<file path="config.mk">
export PLATFORM = sky130hd
export DESIGN_NAME = seq_multiplier_flat
export DESIGN_NICKNAME = d
export VERILOG_FILES = /design/src/rtl/seq_multiplier_if.sv /design/src/rtl/seq_multiplier.sv /design/src/flat_wrapper.sv
export SDC_FILE = /design/constraint.sdc
export NUM_CORES = 1
export LEC_CHECK = 0
export ABC_AREA = 1
export BUFFER_PORTS_ARGS = -buffer_cell sky130_fd_sc_hd__buf_4
export CORE_UTILIZATION = 40
export CTS_BUF_LIST = sky130_fd_sc_hd__clkbuf_16
export DETAILED_ROUTE_END_ITERATION = 10
export GPL_TIMING_DRIVEN = 0
export PLACE_DENSITY = 0.7
export SLEW_MARGIN = 10
export SYNTH_ARGS = -nofsm -noshare
export SYNTH_HDL_FRONTEND = slang
export SYNTH_SLANG_ARGS = --single-unit
</file>
<file path="constraint.sdc">
create_clock -name clk_in -period 9.04 [get_ports clk_in]
set_input_delay 2.26 -clock clk_in [delete_from_list [all_inputs] [get_ports clk_in]]
set_output_delay 2.26 -clock clk_in [all_outputs]
set_load 0.02 [all_outputs]
</file>
<file path="src/rtl/seq_multiplier_if.sv">
// Operand/result handshake bundle for seq_multiplier; the master drives operands,
// the slave (the multiplier) returns the product, overflow flag, strobe and busy.
interface seq_multiplier_if #(
    parameter int WIDTH = 32
);
    logic [WIDTH-1:0]   multiplicand_in;
    logic [WIDTH-1:0]   multiplier_in;
    logic               data_valid_in;
    logic [2*WIDTH-1:0] product_out;
    logic               data_valid_out;
    logic               overflow_out;
    logic               busy_out;

    modport master (
        output multiplicand_in,
        output multiplier_in,
        output data_valid_in,
        input  product_out,
        input  data_valid_out,
        input  overflow_out,
        input  busy_out
    );

    modport slave (
        input  multiplicand_in,
        input  multiplier_in,
        input  data_valid_in,
        output product_out,
        output data_valid_out,
        output overflow_out,
        output busy_out
    );
endinterface

</file>
<file path="src/rtl/seq_multiplier.sv">
// Iterative shift-add multiplier, one multiplier bit per clock, fixed WIDTH-cycle latency.
// Define SEQ_MULT_SIGNED_EN for two's-complement operands (sign-magnitude around the unsigned core).
module seq_multiplier #(
    parameter int WIDTH = 32
) (
    input logic           clk_in,
    input logic           rst_in,
    seq_multiplier_if.slave bus
);
    localparam int CNT_W = $clog2(WIDTH);

    typedef enum logic {
        IDLE,
        MULTIPLYING
    } state_t;

    state_t             state_q, state_d;
    logic [CNT_W-1:0]   count_q, count_d;
    logic [WIDTH-1:0]   mcand_q, mcand_d;
    logic [2*WIDTH-1:0] acc_q, acc_d;
    logic [2*WIDTH-1:0] product_q, product_d;
    logic               overflow_q, overflow_d;
    logic               valid_q, valid_d;
    logic               busy_q, busy_d;
`ifdef SEQ_MULT_SIGNED_EN
    logic               sign_q, sign_d;
`endif

    logic [WIDTH:0]     sum;
    logic [2*WIDTH-1:0] step;
    logic [2*WIDTH-1:0] result;
    logic [WIDTH-1:0]   a_mag;
    logic [WIDTH-1:0]   b_mag;

    // Lower accumulator half holds the not-yet-consumed multiplier bits, so acc_q[0]
    // is always the current multiplier LSB and the final accumulator is the product.
    always_comb begin
        sum    = {1'b0, acc_q[2*WIDTH-1:WIDTH]} + {1'b0, (acc_q[0] ? mcand_q : {WIDTH{1'b0}})};
        step   = {sum, acc_q[WIDTH-1:1]};
`ifdef SEQ_MULT_SIGNED_EN
        a_mag  = bus.multiplicand_in[WIDTH-1] ? -bus.multiplicand_in : bus.multiplicand_in;
        b_mag  = bus.multiplier_in[WIDTH-1]   ? -bus.multiplier_in   : bus.multiplier_in;
        result = sign_q ? -step : step;
`else
        a_mag  = bus.multiplicand_in;
        b_mag  = bus.multiplier_in;
        result = step;
`endif
    end

    always_comb begin
        state_d    = state_q;
        count_d    = count_q;
        mcand_d    = mcand_q;
        acc_d      = acc_q;
        product_d  = product_q;
        overflow_d = overflow_q;
        valid_d    = 1'b0;
        busy_d     = busy_q;
`ifdef SEQ_MULT_SIGNED_EN
        sign_d     = sign_q;
`endif
        case (state_q)
            IDLE: begin
                if (bus.data_valid_in) begin
                    mcand_d = a_mag;
                    acc_d   = {{WIDTH{1'b0}}, b_mag};
                    count_d = CNT_W'(WIDTH - 1);
                    busy_d  = 1'b1;
                    state_d = MULTIPLYING;
`ifdef SEQ_MULT_SIGNED_EN
                    sign_d  = bus.multiplicand_in[WIDTH-1] ^ bus.multiplier_in[WIDTH-1];
`endif
                end
            end
            MULTIPLYING: begin
                acc_d   = step;
                count_d = count_q - 1'b1;
                if (count_q == '0) begin
                    product_d  = result;
`ifdef SEQ_MULT_SIGNED_EN
                    overflow_d = (result[2*WIDTH-1:WIDTH] != {WIDTH{result[WIDTH-1]}});
`else
                    overflow_d = (result[2*WIDTH-1:WIDTH] != '0);
`endif
                    valid_d    = 1'b1;
                    busy_d     = 1'b0;
                    state_d    = IDLE;
                end
            end
            default: state_d = IDLE;
        endcase
    end

    always_ff @(posedge clk_in or posedge rst_in) begin
        if (rst_in) begin
            state_q    <= IDLE;
            count_q    <= '0;
            mcand_q    <= '0;
            acc_q      <= '0;
            product_q  <= '0;
            overflow_q <= 1'b0;
            valid_q    <= 1'b0;
            busy_q     <= 1'b0;
`ifdef SEQ_MULT_SIGNED_EN
            sign_q     <= 1'b0;
`endif
        end else begin
            state_q    <= state_d;
            count_q    <= count_d;
            mcand_q    <= mcand_d;
            acc_q      <= acc_d;
            product_q  <= product_d;
            overflow_q <= overflow_d;
            valid_q    <= valid_d;
            busy_q     <= busy_d;
`ifdef SEQ_MULT_SIGNED_EN
            sign_q     <= sign_d;
`endif
        end
    end

    assign bus.product_out    = product_q;
    assign bus.overflow_out   = overflow_q;
    assign bus.data_valid_out = valid_q;
    assign bus.busy_out       = busy_q;
endmodule
</file>
<file path="src/flat_wrapper.sv">
// flat-port wrapper written by rule: the top's interface ports become plain ports
module seq_multiplier_flat 
#(
    parameter int WIDTH = 32
)
  (clk_in, rst_in, bus_multiplicand_in, bus_multiplier_in, bus_data_valid_in, bus_product_out, bus_data_valid_out, bus_overflow_out, bus_busy_out);
  seq_multiplier_if #(.WIDTH(WIDTH)) bus_i ();
  input logic clk_in;
  input logic rst_in;
  input wire logic [$bits(bus_i.multiplicand_in)-1:0] bus_multiplicand_in;
  input wire logic [$bits(bus_i.multiplier_in)-1:0] bus_multiplier_in;
  input wire logic [$bits(bus_i.data_valid_in)-1:0] bus_data_valid_in;
  output wire logic [$bits(bus_i.product_out)-1:0] bus_product_out;
  output wire logic [$bits(bus_i.data_valid_out)-1:0] bus_data_valid_out;
  output wire logic [$bits(bus_i.overflow_out)-1:0] bus_overflow_out;
  output wire logic [$bits(bus_i.busy_out)-1:0] bus_busy_out;
  assign bus_i.multiplicand_in = bus_multiplicand_in;
  assign bus_i.multiplier_in = bus_multiplier_in;
  assign bus_i.data_valid_in = bus_data_valid_in;
  assign bus_product_out = bus_i.product_out;
  assign bus_data_valid_out = bus_i.data_valid_out;
  assign bus_overflow_out = bus_i.overflow_out;
  assign bus_busy_out = bus_i.busy_out;
  seq_multiplier #(.WIDTH(WIDTH)) u_core (.clk_in(clk_in), .rst_in(rst_in), .bus(bus_i));
endmodule
</file>
# After elaboration in Yosys (flattened, before gate mapping)
# Index checks and enable logic that the tools add are counted.
[word_totals]
rom_bits = 0
elab_cells = 31
latchBits = 0
ramBits = 0
ff_bits = 169
n_memories = 0
[classes]
order_cmp = 0
eq_ne = 2
shifts = 0
reduce_logical = 5
div_mod_pow = 0
n_mul = 0
n_addsub = 2
n_bitwise = 1
n_mux = 13
[op_table]
columns = ["cell", "n"]
rows = [
  ["$pmux W64 S2", 1],
  ["$mux W64", 1],
  ["$add A32 B32 Y33", 1],
  ["$mux W32", 1],
  ["$reduce_bool A32 Y1", 1],
  ["$pmux W5 S2", 1],
  ["$mux W1", 6],
  ["$reduce_and A2 Y1", 3],
  ["$logic_not A5 Y1", 1],
  ["$mux W5", 1],
  ["$sub A5 B1 Y5 const B", 1],
  ["$ne A2 B2 Y1 const B", 2],
  ["$pmux W1 S2", 2],
  ["$not A1 Y1", 1],
]

# Logic depth before layout (Yosys ltp)
# Gate-level depths: netlist (run 1).
[depth]
depth_word = 3
ltp_mapped = 22
mapped_depth_nobuf = 20

# Worst setup path before layout (run 1)
# Ideal clock, no wire load.
[synth_timing]
path_type = "in2reg"
from = "input port bus_data_valid_in"
to = "register u_core.acc_q[1]"
path_buffers = 2
setup_time_ns = 0.087
setup_slack_ns = 5.803
path_stages = 6
t_arrival_ns = 3.150
path_cell_list = "inv_1 > nor2_1 > clkbuf_1 > clkbuf_1 > nand2_1 > o211ai_1"
[synth_between]
elab_chain_cells = 1
[synth_lines]
columns = ["item", "line_no", "text"]
rows = [
  ["from (decl)", "flat_wrapper.sv:12", "input wire logic [$bits(bus_i.data_valid_in)-1:0] bus_data_valid_in;"],
  ["$ne A2 B2 Y1 (no source line)", "--", ""],
  ["to (signal assigned)", "seq_multiplier.sv:100", "acc_q <= '0;"],
  ["to (signal assigned)", "seq_multiplier.sv:112", "acc_q <= acc_d;"],
  ["to (decl)", "seq_multiplier.sv:20", "logic [2*WIDTH-1:0] acc_q, acc_d;"],
]
# Every way passes these cells.
# A chain may end at the register's enable or synchronous reset.

# Worst setup path in the final report (run 1)
[layout_timing]
from = "register u_core.acc_q[0]"
to = "register u_core.overflow_q (netlist: u_core.bus.overflow_out)"
[layout_between]
elab_chain_cells = 3
[layout_lines]
columns = ["item", "line_no", "text"]
rows = [
  ["$mux W32", "seq_multiplier.sv:38", "sum = {1'b0, acc_q[2*WIDTH-1:WIDTH]} + {1'b0, (acc_q[0] ? mcand_q : {WIDTH{1'b0}})};"],
  ["$add A32 B32 Y33", "seq_multiplier.sv:38", ""],
  ["$reduce_bool A32 Y1", "seq_multiplier.sv:84", "overflow_d = (result[2*WIDTH-1:WIDTH] != '0);"],
  ["to (signal assigned)", "seq_multiplier.sv:114", "overflow_q <= overflow_d;"],
  ["to (decl)", "seq_multiplier.sv:22", "logic overflow_q, overflow_d;"],
]
# Every way passes these cells.

==> results of run 1 <==
[tightest hold or removal path: cells and delay by family (launching register included)]
kind | cells | cell delay [ns]
and+or+nand+nor | 2 | 0.10
DFF | 1 | 0.35
[cells in the final DEF (no fill, tap or decap), types with 5 or more instances in the layout]
master,instances
a21oi_1,21
o211ai_1,5
nand4_1,11
clkbuf_16,17
inv_8,5
nor3_1,6
ha_1,34
xor2_1,5
a22oi_1,18
nand3_1,44
dfrtp_1,169
clkbuf_1,39
buf_4,133
inv_1,198
nor2_1,66
nand2_1,512
o221ai_1,8
o21ai_0,112
[cells by family after synthesis]
| kind of cell | count (synthesis) |
|---|---|
| xor+xnor | 7 |
| simple gates | 648 |
| compound gates | 170 |
| buf+inv | 245 |
| fa+ha+maj | 35 |
| flops | 169 |
[power by group]
part	internal [mW]	switching (mW)
combinational	0.700	1.31
sequential	1.11	0.204
clock	0.419	0.352
total	2.23	1.87
[per-stage QoR]
| step | setup WS (ns) | cells | util |
|---|---|---|---|
| floorplan | 2.20 | 1274 | - |
| finish | 5.40 | 1725 | 0.495 |
| global route | 5.03 | 1725 | 0.495 |
| detailed placement | 4.93 | 1693 | 0.468 |
| global placement | 0.301 | 1692 | 0.466 |
| CTS | 5.36 | 1725 | 0.495 |
[area by class of cell]
type | count | area, um2 | area share
clock buffer | 17 | 425 | 0.0381
sequential | 169 | 4230 | 0.379
multi-input combinational | 860 | 4020 | 0.360
tap | 285 | 357 | 0.0319
timing repair buffer | 134 | 1030 | 0.0919
buffer | 43 | 166 | 0.0149
clock inverter | 15 | 184 | 0.0165
inverter | 202 | 766 | 0.0686
[registers in the layout, indices dropped and copies added (netlist names)]
| name | cells |
|---|---|
| u_core.mcand_q | 32 |
| u_core.bus.overflow_out | 1 |
| u_core.bus.busy_out | 1 |
| u_core.count_q | 5 |
| u_core.state_q | 1 |
| u_core.bus.data_valid_out | 1 |
| u_core.bus.product_out | 64 |
| u_core.acc_q | 64 |
[worst max-delay path by stage]
stage                           startpoint                                endpoint  slack [ns]  cells past startpoint
6_report       u_core.acc_q[0]$_DFFE_PP0P_     u_core.bus.overflow_out$_DFFE_PP0P_        5.40                     19
2_1_floorplan                       rst_in             u_core.acc_q[0]$_DFFE_PP0P_        2.20                      1
3_3_place_gp                        rst_in  u_core.bus.product_out[53]$_DFFE_PP0P_        0.30                      2
5_1_grt        u_core.acc_q[0]$_DFFE_PP0P_     u_core.bus.overflow_out$_DFFE_PP0P_        5.03                     19
3_5_place_dp             bus_data_valid_in          u_core.mcand_q[10]$_DFFE_PP0P_        4.93                      7
4_1_cts        u_core.acc_q[0]$_DFFE_PP0P_     u_core.bus.overflow_out$_DFFE_PP0P_        5.36                     19
[layer usage]
| layer | global-route usage | vias to the layer above |
|---|---|---|
| li1 | - | 4257 |
| met1 | 0.297 | 3935 |
| met2 | 0.391 | 201 |
| met3 | 0.0590 | 24 |
| met4 | 0.0695 | 0 |
| met5 | 0 | - |
[synth_stat cells (all sizes together) (2+ instances only)]
library cell / n
a22o: 3
buf: 4
nand2: 513
o221ai: 8
clkinv: 2
o211ai: 5
and3: 2
nand3: 44
nor3: 7
a21oi: 21
a22oi: 18
clkbuf: 39
xnor2: 2
nand4: 11
o21ai: 112
xor2: 5
dfrtp: 169
nand3b: 4
inv: 200
nor2: 66
ha: 34
==> flow_metrics.env, run 1 <==
export IMPL_outcome="completed"
export IMPL_muxShareOfSynthArea=0
export IMPL_synth_nets=1376
export IMPL_slew_violations=0
export IMPL_ys_async_sr_fraction=1.00
export IMPL_die_area_um2=23500
export IMPL_fin_crit_sh=0.403
export IMPL_hold_slack_ns=0.475
export IMPL_worst_pin_slew_ns=0.719
export IMPL_setup_tns_ns=0
export IMPL_critPathLaunchType="register"
export IMPL_fill_cells=2236
export IMPL_min_delay_path_depth=2
export IMPL_grt_total_usage=0.233
export IMPL_rsz0062_at_grt="no"
export IMPL_crit_buf_inv=5
export IMPL_clkLatencyLatePin_ns=0.45
export IMPL_hold_path_class="reg -> reg"
export IMPL_crit_slowest_cell="fa_1"
export IMPL_synth_top_cell_by_area="dfrtp_1"
export IMPL_critPathRequiredTime_ns=9.37
export IMPL_cp_slowest_stage_delay_ns=0.41
export IMPL_postCtsHoldBufs=0
export IMPL_io_pins=134
export IMPL_dp_hpwl_um=20400
export IMPL_routed_top_layer="met4"
export IMPL_die_h_um=153
export IMPL_drive_gt1_frac=0.120
export IMPL_setup_viol=0
export IMPL_h_tree_depth=4
export IMPL_fin_crit_ns=3.64
export IMPL_grt_max_degree=90
export IMPL_r2r_setup_slack_ns=5.40
export IMPL_power_density_nw_per_um2=367
export IMPL_avgSynthCellArea_um2=7.20
export IMPL_crit_type="reg -> reg"
export IMPL_via_count=8417
export IMPL_drt_iter0_drc=544
export IMPL_core_area_um2=22600
export IMPL_synth_top_family_by_area="simple AND/OR/NAND/NOR gates"
export IMPL_fin_skew_ns=0.0124
export IMPL_met1_length_um=11600
export IMPL_numCtsBuffers=17
export IMPL_maxSlewHeadroom=0.521
export IMPL_cts_resized=0
export IMPL_grt_pass1_vias=8520
export IMPL_yosys_top_cells_area="dfrtp_1 46%, nand2_1 21%, inv_1 8.1%, o21ai_0 6.1%, ha_1 4.6%"
export IMPL_synth_edf_count=0
export IMPL_ant_nets=0
export IMPL_hold_start="u_core.mcand_q[2]$_DFFE_PP0P_"
export IMPL_clock_sinks=169
export IMPL_reg2reg_to="u_core.bus.overflow_out$_DFFE_PP0P_"
export IMPL_port_buffers=133
export IMPL_cp_arrival_ns=3.97
export IMPL_synth_distinct_cells=29
export IMPL_timing_rr_start="u_core.acc_q[0]$_DFFE_PP0P_"
export IMPL_synth_xor_area_frac=0.00669
export IMPL_drc=0
export IMPL_nets=1529
export IMPL_path_cells="clkbuf_1 -> clkbuf_1 -> nand2_1 -> inv_1 -> ha_1 -> inv_1 -> fa_1 -> inv_1 -> nand2_1 -> nand2_1 -> nand2_1 -> xor2_1 -> nand3_1 -> nor2_1 -> nand3_1 -> nor2_1 -> nand3_1 -> nor2_1 -> a21oi_1"
export IMPL_postPlaceCellArea_um2=10600
export IMPL_post_cts_buffers=0
export IMPL_leakage_nw=6.21
export IMPL_yosysTopAreaCellShare=0.461
export IMPL_num_rows=55
export IMPL_routedWlPerCell_um=15.1
export IMPL_met3_length_um=1900
export IMPL_overflow=0
export IMPL_cts_tree="built"
export IMPL_clk_pin_slew_worst_paths_ns=0.07
export IMPL_critical_path_max_fanout=10
export IMPL_cpMostUsedCell="nand2_1"
export IMPL_final_hold_viol_count=0
export IMPL_die_w_um=153
export IMPL_num_antenna_cells=0
export IMPL_root_buffer="clkbuf_16"
export IMPL_crit_path_end_kind="register"
export IMPL_design_power_total_mw=4.10
export IMPL_max_freq_ghz=0.274
export IMPL_antenna_found_initial=0
export IMPL_ys_ff_latch=169
export IMPL_wl_met2_um=12200
export IMPL_fin_area_um2=11200
export IMPL_start_util=0.406
export IMPL_netlist_area_um2=9170
export IMPL_peakVddDrop_v=0.000161
export IMPL_vias_per_cell=4.88
export IMPL_wl_um=26100
export IMPL_yosysSeqAreaShare=0.461
export IMPL_ys_warn_count=0
export IMPL_synth_compound_area_frac=0.104
export IMPL_syn_to_final_growth_pct=21.8
export IMPL_min_to="u_core.mcand_q[2]$_DFFE_PP0P_"
export IMPL_max_cap_viol_count=0
export IMPL_crit_family="simple AND/OR/NAND/NOR gates"
export IMPL_synthCells=1274
export IMPL_routabilityCongestion=0.924
export IMPL_grt_first_pass_wirelength_um=42900
export IMPL_synthSimpleGateAreaFrac=0.278
export IMPL_synth_ff_type="dfrtp_1"
export IMPL_clk_path_buf_depth=2
export IMPL_first_pass_iters=5
export IMPL_synth_fa_ha_area_frac=0.0486
export IMPL_r2r_cells=19
(Power assumes the default switching activity.)
==> inputs of run 2 (changes only) <==
--- a/config.mk
+++ b/config.mk
@@ -11,7 +11,7 @@
 export CTS_BUF_LIST = sky130_fd_sc_hd__clkbuf_16
 export DETAILED_ROUTE_END_ITERATION = 10
 export GPL_TIMING_DRIVEN = 0
-export PLACE_DENSITY = 0.7
+export PLACE_DENSITY = 0.73
 export SLEW_MARGIN = 10
 export SYNTH_ARGS = -nofsm -noshare
 export SYNTH_HDL_FRONTEND = slang
==> constraint.sdc (replaced) <==
create_clock -name clk_in -period 3.24 [get_ports clk_in]
set_input_delay 0.81 -clock clk_in [delete_from_list [all_inputs] [get_ports clk_in]]
set_output_delay 0.81 -clock clk_in [all_outputs]
set_load 0.02 [all_outputs]
==> run 2 against run 1 <==
Compared with the run above:
- setup slack got worse by 5.2 ns
- non-clock buffer count rose by 3
- critical path depth fell by 1
- cell area rose by 0.67%
- via count rose by 1.7%
- power rose to 2.8 times the previous value
- hold slack got worse by 0.067 ns
- combinational power rose to 2.8 times the previous value
- sequential cell count did not move
- global-route usage fell by 0.25 points
- sequential power rose to 2.8 times the previous value
- largest cell class unchanged
- highest routed layer unchanged
==> flow_metrics.env, run 2 (synthesis results as in run 1) <==
export IMPL_outcome="completed"
export IMPL_critical_path_max_fanout=10
export IMPL_grtUsageMet1=0.298
export IMPL_post_cts_buffers=0
export IMPL_grt_first_pass_wirelength_um=42500
export IMPL_drive_gt1_frac=0.127
export IMPL_critPathRequiredTime_ns=3.56
export IMPL_root_buffer="clkbuf_16"
export IMPL_final_common_cell="nand2_1"
export IMPL_antenna_found_initial=0
export IMPL_cpMostUsedCell="nand2_1"
export IMPL_grt_pass1_vias=8369
export IMPL_num_rows=55
export IMPL_postCtsHoldBufs=0
export IMPL_overflow=0
export IMPL_stdcell_count=1728
export IMPL_final_hold_viol_count=0
export IMPL_clk_pin_slew_worst_paths_ns=0.07
export IMPL_drt_iter0_drc=535
export IMPL_peakVddDrop_v=0.000429
export IMPL_crit_family="simple AND/OR/NAND/NOR gates"
export IMPL_h_tree_depth=4
export IMPL_hold_path_class="in -> async"
export IMPL_die_w_um=153
export IMPL_rsz0062_at_grt="no"
export IMPL_routabilityCongestion=0.947
export IMPL_grt_total_usage=0.231
export IMPL_met2_usage=0.378
export IMPL_ant_nets=0
export IMPL_pre_cts_ws_ns=-0.354
export IMPL_crit_buf_inv=4
export IMPL_nets=1532
export IMPL_num_antenna_cells=0
export IMPL_port_buffers=133
export IMPL_die_area_um2=23500
export IMPL_worst_pin_slew_ns=0.736
export IMPL_power_density_nw_per_um2=1010
export IMPL_crit_path_end_kind="register"
export IMPL_numCtsBuffers=17
export IMPL_crit_type="reg -> reg"
export IMPL_clock_sinks=169
export IMPL_dp_hpwl_um=20600
export IMPL_fin_ws_ns=0.217
export IMPL_cp_arrival_ns=3.34
export IMPL_first_pass_iters=5
export IMPL_clkLatencyLatePin_ns=0.44
export IMPL_met3_usage=0.0689
export IMPL_start_util=0.406
export IMPL_grt_max_degree=40
export IMPL_cts_resized=3
export IMPL_cts_tree="built"
export IMPL_drc=0
export IMPL_syn_to_final_growth_pct=22.6
export IMPL_placedCellCount=1697
export IMPL_die_h_um=153
export IMPL_setup_viol=0
export IMPL_max_cap_viol_count=0
export IMPL_final_cell_mix="512 x nand2_1, 199 x inv_1, 168 x dfrtp_1, 133 x buf_4, 112 x o21ai_0"
export IMPL_hold_slack_ns=0.408
export IMPL_core_area_um2=22600
export IMPL_crit_slowest_cell="dfrtp_2"
export IMPL_fin_crit_ns=3.02
export IMPL_vias_per_cell=4.95
export IMPL_slew_violations=0
export IMPL_via_count=8556
export IMPL_critPathLaunchType="register"
export IMPL_cp_slowest_stage_delay_ns=0.44
export IMPL_clk_path_buf_depth=2
export IMPL_routedWlPerCell_um=15.1
export IMPL_setup_tns_ns=0
export IMPL_maxSlewHeadroom=0.509
export IMPL_wl_um=26100
export IMPL_path_cells="buf_6 -> nand2_1 -> inv_1 -> ha_2 -> inv_1 -> fa_1 -> inv_1 -> nand2_1 -> nand2_1 -> nand2_1 -> xor2_2 -> nand3_1 -> nor2_1 -> nand3_1 -> nor2_1 -> nand3_1 -> nor2_2 -> a21oi_1"
export IMPL_leakage_nw=6.24
export IMPL_max_freq_ghz=0.331
export IMPL_grt_busiest_layer="met2"
export IMPL_fin_crit_sh=0.933
export IMPL_fin_skew_ns=0.0132
export IMPL_io_pins=134
[run 2: cell type report]
class | count | area, um2
Fill cell | 2211 | 11300
Sequential cell | 169 | 4230
Multi-Input combinational cell | 860 | 4030
Timing Repair Buffer | 138 | 1110
Inverter | 202 | 762
Clock buffer | 17 | 425
Tap cell | 285 | 357
Buffer | 42 | 173
Clock inverter | 15 | 163
[run 2: path summary, 6_finish.rpt]
check / from / end / slack, ns / cells after the start
min in group clk_in: u_core.mcand_q[3]$_DFFE_PP0P_ / u_core.mcand_q[3]$_DFFE_PP0P_ / 0.47 / 2
min reg2reg: u_core.mcand_q[3]$_DFFE_PP0P_ / u_core.mcand_q[3]$_DFFE_PP0P_ / 0.47 / 2
max reg2reg: u_core.acc_q[0]$_DFFE_PP0P_ / u_core.bus.overflow_out$_DFFE_PP0P_ / 0.22 / 18
max: u_core.acc_q[0]$_DFFE_PP0P_ / u_core.bus.overflow_out$_DFFE_PP0P_ / 0.22 / 18
min: rst_in / u_core.bus.product_out[26]$_DFFE_PP0P_ / 0.41 / 2
max in group asynchronous: rst_in / u_core.bus.product_out[52]$_DFFE_PP0P_ / 1.85 / 5
[run 2: through the flow]
step | util | instance area [um2] | total power [mW]
floorplan | - | 9170 | 7.31
global placement | 0.466 | 10500 | 9.13
detailed placement | 0.471 | 10600 | 9.30
CTS | 0.497 | 11200 | 11.4
global route | 0.498 | 11200 | 12.3
finish | 0.498 | 11200 | 11.4
[run 2: per-layer routing]
layer | vias to the layer above | part of all wire
li1 | 4271 | -
met1 | 4029 | 0.45
met2 | 231 | 0.46
met3 | 25 | 0.076
met4 | 0 | 0.015
met5 | - | 0
[run 2: report_power, final]
part           internal, mW  switching (mW)
clock                  1.10           0.968
sequential             3.10           0.580
combinational          1.98            3.67
total                  6.17            5.22
